File: config.mk
export PLATFORM = sky130hd
export DESIGN_NAME = ram32_arb
export DESIGN_NICKNAME = d
export VERILOG_FILES = /design/src/rtl/ram32_arb.sv
export SDC_FILE = /design/constraint.sdc
export NUM_CORES = 1
export LEC_CHECK = 0
export CORE_AREA = 5 5 87 89
export CTS_CLUSTER_DIAMETER = 30
export DETAILED_ROUTE_END_ITERATION = 8
export DIE_AREA = 0 0 92 94
export DONT_BUFFER_PORTS = 1
export SYNTH_ARGS = -nofsm -noshare
export SYNTH_HDL_FRONTEND = slang
export SYNTH_SLANG_ARGS = --single-unit
File: constraint.sdc
create_clock -name i_clk -period 1.8 [get_ports i_clk]
set_input_delay 0.27 -clock i_clk [delete_from_list [all_inputs] [get_ports i_clk]]
set_output_delay 0.27 -clock i_clk [all_outputs]
set_load 0.1 [all_outputs]
File: src/rtl/ram32_arb.sv
// ram32_arb: shares one RAM32 macro port between requester A (core) and
// requester B (debug/loader). Round-robin or fixed-priority arbitration,
// an optional lock for atomic sequences, registered RAM-side signals and
// a two-stage tag pipe that routes read data back to the issuing port.
module ram32_arb #(
  parameter bit FIXED_PRIO = 1'b0
) (
  input  logic        i_clk,
  input  logic        i_rst_n,
  // requester A
  input  logic        i_a_req,
  input  logic [3:0]  i_a_we,
  input  logic [4:0]  i_a_addr,
  input  logic [31:0] i_a_wdata,
  input  logic        i_a_lock,
  output logic        o_a_gnt,
  output logic        o_a_rvalid,
  output logic [31:0] o_a_rdata,
  // requester B
  input  logic        i_b_req,
  input  logic [3:0]  i_b_we,
  input  logic [4:0]  i_b_addr,
  input  logic [31:0] i_b_wdata,
  input  logic        i_b_lock,
  output logic        o_b_gnt,
  output logic        o_b_rvalid,
  output logic [31:0] o_b_rdata,
  // RAM32 macro port
  output logic        o_ram_en,
  output logic [3:0]  o_ram_we,
  output logic [4:0]  o_ram_a,
  output logic [31:0] o_ram_di,
  input  logic [31:0] i_ram_do
);

  // Port index 0 is A, 1 is B throughout.
  localparam logic PORT_A = 1'b0;
  localparam logic PORT_B = 1'b1;

  logic [1:0]  w_req;
  logic [1:0]  w_lock;
  logic [1:0]  w_gnt;
  logic [3:0]  w_we    [2];
  logic [4:0]  w_addr  [2];
  logic [31:0] w_wdata [2];
  logic        w_acc;
  logic        w_sel;
  logic        w_sel_rd;

  logic        r_last;
  logic        r_locked;
  logic        r_owner;

  logic        r_ram_en;
  logic [3:0]  r_ram_we;
  logic [4:0]  r_ram_a;
  logic [31:0] r_ram_di;

  logic        r_tag1_rd;
  logic        r_tag1_port;
  logic        r_tag2_rd;
  logic        r_tag2_port;

  logic [1:0]  w_rvalid;
  logic [31:0] w_rdata [2];

  assign w_req      = {i_b_req, i_a_req};
  assign w_lock     = {i_b_lock, i_a_lock};
  assign w_we[0]    = i_a_we;
  assign w_we[1]    = i_b_we;
  assign w_addr[0]  = i_a_addr;
  assign w_addr[1]  = i_b_addr;
  assign w_wdata[0] = i_a_wdata;
  assign w_wdata[1] = i_b_wdata;

  // Combinational grant: lock owner first, then contention resolution.
  always_comb begin
    w_gnt = 2'b00;
    if (!i_rst_n) begin
      w_gnt = 2'b00;
    end else if (r_locked) begin
      w_gnt[r_owner] = w_req[r_owner];
    end else if (&w_req) begin
      // r_last == B means A has the turn; fixed priority always picks A.
      w_gnt = (FIXED_PRIO || (r_last == PORT_B)) ? 2'b01 : 2'b10;
    end else begin
      w_gnt = w_req;
    end
  end

  assign o_a_gnt  = w_gnt[0];
  assign o_b_gnt  = w_gnt[1];
  assign w_acc    = |w_gnt;
  assign w_sel    = w_gnt[1];
  assign w_sel_rd = (w_we[w_sel] == 4'b0000);

  // Arbitration state: last winner and lock ownership, updated on accept.
  always_ff @(posedge i_clk or negedge i_rst_n) begin
    if (!i_rst_n) begin
      r_last   <= PORT_B;
      r_locked <= 1'b0;
      r_owner  <= PORT_A;
    end else if (w_acc) begin
      r_last   <= w_sel;
      // Only the owner can be accepted while locked, so the accepted
      // transfer's lock bit alone decides whether the lock persists.
      r_locked <= w_lock[w_sel];
      if (w_lock[w_sel]) begin
        r_owner <= w_sel;
      end
    end
  end

  // Registered RAM command; address and data hold when idle.
  always_ff @(posedge i_clk or negedge i_rst_n) begin
    if (!i_rst_n) begin
      r_ram_en <= 1'b0;
      r_ram_we <= 4'b0000;
      r_ram_a  <= 5'd0;
      r_ram_di <= 32'd0;
    end else begin
      r_ram_en <= w_acc;
      r_ram_we <= w_acc ? w_we[w_sel] : 4'b0000;
      if (w_acc) begin
        r_ram_a  <= w_addr[w_sel];
        r_ram_di <= w_wdata[w_sel];
      end
    end
  end

  // Tag pipe: stage 2 lines up with the cycle the RAM presents read data.
  always_ff @(posedge i_clk or negedge i_rst_n) begin
    if (!i_rst_n) begin
      r_tag1_rd   <= 1'b0;
      r_tag1_port <= PORT_A;
      r_tag2_rd   <= 1'b0;
      r_tag2_port <= PORT_A;
    end else begin
      r_tag1_rd   <= w_acc && w_sel_rd;
      r_tag1_port <= w_sel;
      r_tag2_rd   <= r_tag1_rd;
      r_tag2_port <= r_tag1_port;
    end
  end

  // Per-port read return; data is forced to zero when not valid.
  for (genvar gi = 0; gi < 2; gi++) begin : g_ret
    assign w_rvalid[gi] = r_tag2_rd && (r_tag2_port == 1'(gi));
    assign w_rdata[gi]  = w_rvalid[gi] ? i_ram_do : 32'd0;
  end

  assign o_a_rvalid = w_rvalid[0];
  assign o_b_rvalid = w_rvalid[1];
  assign o_a_rdata  = w_rdata[0];
  assign o_b_rdata  = w_rdata[1];

  assign o_ram_en = r_ram_en;
  assign o_ram_we = r_ram_we;
  assign o_ram_a  = r_ram_a;
  assign o_ram_di = r_ram_di;

endmodule

==> impl_metrics.toml <==
[place]
gp_congestion = 0.793
post-place-cells = 487
placed_area_um2 = 4620
hpwlAfterDp_um = 9060
numPortBuffers = 0

[grt]
grt_pass1_wl_um = 18800
antenna_found_initial = 0
grt_max_degree = 71
grtUsageMet2_pct = 47.3
gr-usage-met1_pct = 33.5
use_met3_pct = 7.53
track_usage_pct = 27.5
grt.busiest_layer = "met2"
grt_overflow = 0
grt_pass1_vias = 3225

[worst_setup_path]
cp-end-kind = "output pin"
required_ns = 1.53
regToRegSetupSlack_ns = 0.14
critPathLaunch = "r_locked"
reg2reg_depth = 4
crit_fanout = 6
critical_path_arrival_ns = 1.51
r2r_start = "r_last"
r2r_end = "o_ram_a[0]"
start_kind = "flop"
crit_end = "o_a_gnt"
crit_type = "flop to output pin"

[cells_and_area]
drive_gt1_share_pct = 39.4
area_growth_pct = 56.7
final_common_cell = "buf_12"
fin_cells = 496
fillers = 473
nNetsFinal = 535
final_cell_area_um2 = 4810
finish.utilization_pct = 72.0
mostFrequentLayoutCells = "61 x buf_12, 57 x buf_4, 47 x dfrtp_1, 39 x nand4_1"
diodes = 0

[drt]
wl_per_cell_um = 25.0
drcViolationCount = 0
via_count = 3378
detail_route.vias_per_cell = 6.81
drt-total-wl_um = 12400
drt_iter0_markers = 195
firstDrtPassIters = 5
drt.antenna.violating_nets = 0

[sta]
hold_violations = 49
finalSetupViolCount = 0
hold_slack_ns = -0.359
slew_violations = 0
period_share_pct = 99.1
min_period_ns = 1.78
clock_skew_ns = 0.00823
rsz0062_at_grt = "true"
tightest_slew_ns = 0.606
slew_headroom_pct = 59.6
fmax_mhz = 560

[floorplan]
core_area_um2 = 6680
die_x_um = 92
die_area_um2 = 8650
rows = 30
die_h_um = 94
io_pins = 230
start_util_pct = 45.9

[synth]
netlist_area_um2 = 3070
muxShareOfSynthArea_pct = 0
avgSynthCellArea_um2 = 9.00
synth_compound_area_share_pct = 28.6
synthSimpleGateAreaFrac_pct = 23.5
synth_top_area_share_pct = 39.2
syn-num-nets = 461
yosys_warnings = 0
yosys.area_share.adder_pct = 0
synth_ff_type = "dfrtp_1"
async_flop_share_pct = 100
yosysSeqAreaShare_pct = 40.0
synth_area_leaders = "dfrtp_1 39%, a211oi_1 9.3%, o31ai_1 9.1%"
ys_types = 24
synth-xor-area-share_pct = 0
synth_top_family_by_area = "compound AO/OA/AOI/OAI gates"
synth-edff-count = 0
synthCells = 341
ys_seq_elements = 49
yosysTopAreaCell = "dfrtp_1"

[cts]
root_buffer = "clkbuf_8"
cts_tree = "built"
cts_sinks = 49
clockBufferDepth = 2
clk_pin_slew_ns = 0.10
clock_latency_ns = 0.31
cts_buffers = 5
h-tree-depth = 2

[pwr]
p_seq_share_pct = 21.1
clkPwrFrac_pct = 10.4
powerDensity_nw_per_um2 = 1920
internal-power_mw = 3.51
irDropWorstVdd_v = 0.00116
p_sw_mw = 5.74
sw_frac_of_total_pct = 62.1
p_comb_share_pct = 68.5
power.static_leakage_nw = 2.03

[min_path]
hp-class = "input pin to asynchronous set/reset pin"

[run_status]
status = "finished with violations"
violations = "hold timing"

[flow_run]
maxCapViolCount = 0
-- how the worst min path moves through the flow --
stage             endpoint  startpoint  slack (ns)  cells past startpoint
2_1_floorplan   o_ram_a[0]     i_rst_n       -0.03                      0
3_3_place_gp   o_ram_di[0]     i_rst_n       -0.02                      0
3_5_place_dp   o_ram_di[0]     i_rst_n       -0.02                      0
4_1_cts        o_ram_di[0]     i_rst_n       -0.37                      0
5_1_grt        o_ram_di[0]     i_rst_n       -0.37                      0
6_report       o_ram_di[0]     i_rst_n       -0.36                      0
-- per-stage QoR --
stage,power [mW],setup slack [ns],hold slack [ns],TNS (ns)
CTS,9.21,-0.00157,-0.367,-0.00157
floorplan,6.84,-0.0250,-0.0256,-0.100
global placement,8.12,0.0705,-0.0242,0
detailed placement,8.22,-0.0187,-0.0244,-0.0572
global route,9.56,-0.0396,-0.374,-0.0532
finish,9.24,0.0156,-0.359,0
-- layout make-up --
class / instances / area, um2 / share of cell area (%)
clock buffer: 5 / 68.8 / 1.43
clock inverter: 3 / 68.8 / 1.43
inverter: 2 / 12.5 / 0.260
multi-input combinational: 239 / 1680 / 34.9
sequential: 49 / 1230 / 25.6
tap: 80 / 100 / 2.08
timing repair buffer: 118 / 1650 / 34.3
-- Yosys cell counts, types with 2 or more instances --
master and number:
buf_6 2, buf_2 18, inv_1 2, a31oi_1 38, o31ai_1 37, a21o_1 3, nand2_1 4, a22o_1 5
nand4_1 39, and2_1 35, clkbuf_1 27, a211oi_1 38, buf_4 2, and3_1 32, buf_1 2, o21ai_0 2
dfrtp_1 48
-- power groups by stage --
stage	clock network (mW)	logic [mW]	registers (mW)
floorplan	0	1.64	5.20
global placement	0	6.19	1.93
detailed placement	0	6.27	1.95
CTS	0.967	6.30	1.94
global route	1.01	6.54	2.01
finish	0.959	6.33	1.95
-- worst max-delay path, stage by stage (launching register included) --
cell and delay, ns:
dfrtp_2 0.46, or3b_4 0.43, nand3_4 0.10, inv_4 0.05, buf_12 0.16
-- per-layer routing --
layer	share of wire [%]	wire length [um]	up-vias
met1	36	4430	1630
met4	2.3	288	0
li1	-	-	1494
met2	52	6430	223
met3	10	1230	31
met5	0	0	-
-- kinds of logic after synthesis --
kind of cell	after synthesis
flip-flops	49
AO/OA/AOI/OAI	123
buffers and inverters	53
AND/OR/NAND/NOR	116
-- state kept, by name, summed over array words and instances (netlist names) --
signal / cells
o_ram_a: 5
o_ram_di: 32
o_ram_en: 1
o_ram_we: 4
r_last: 1
r_locked: 1
r_owner: 1
r_tag1_port: 1
r_tag1_rd: 1
r_tag2_port: 1
r_tag2_rd: 1
-- timing repair --
action | 4_1_cts | 5_1_grt
setup buffers | 0 | 1
resized for setup | 9 | 3
pin swaps | 0 | 4
endpoints found under the setup margin | 13 | 2
gates cloned | 0 | 0
hold endpoints to repair | 49 | 49
Note: power is estimated with default switching activity, not from simulation.
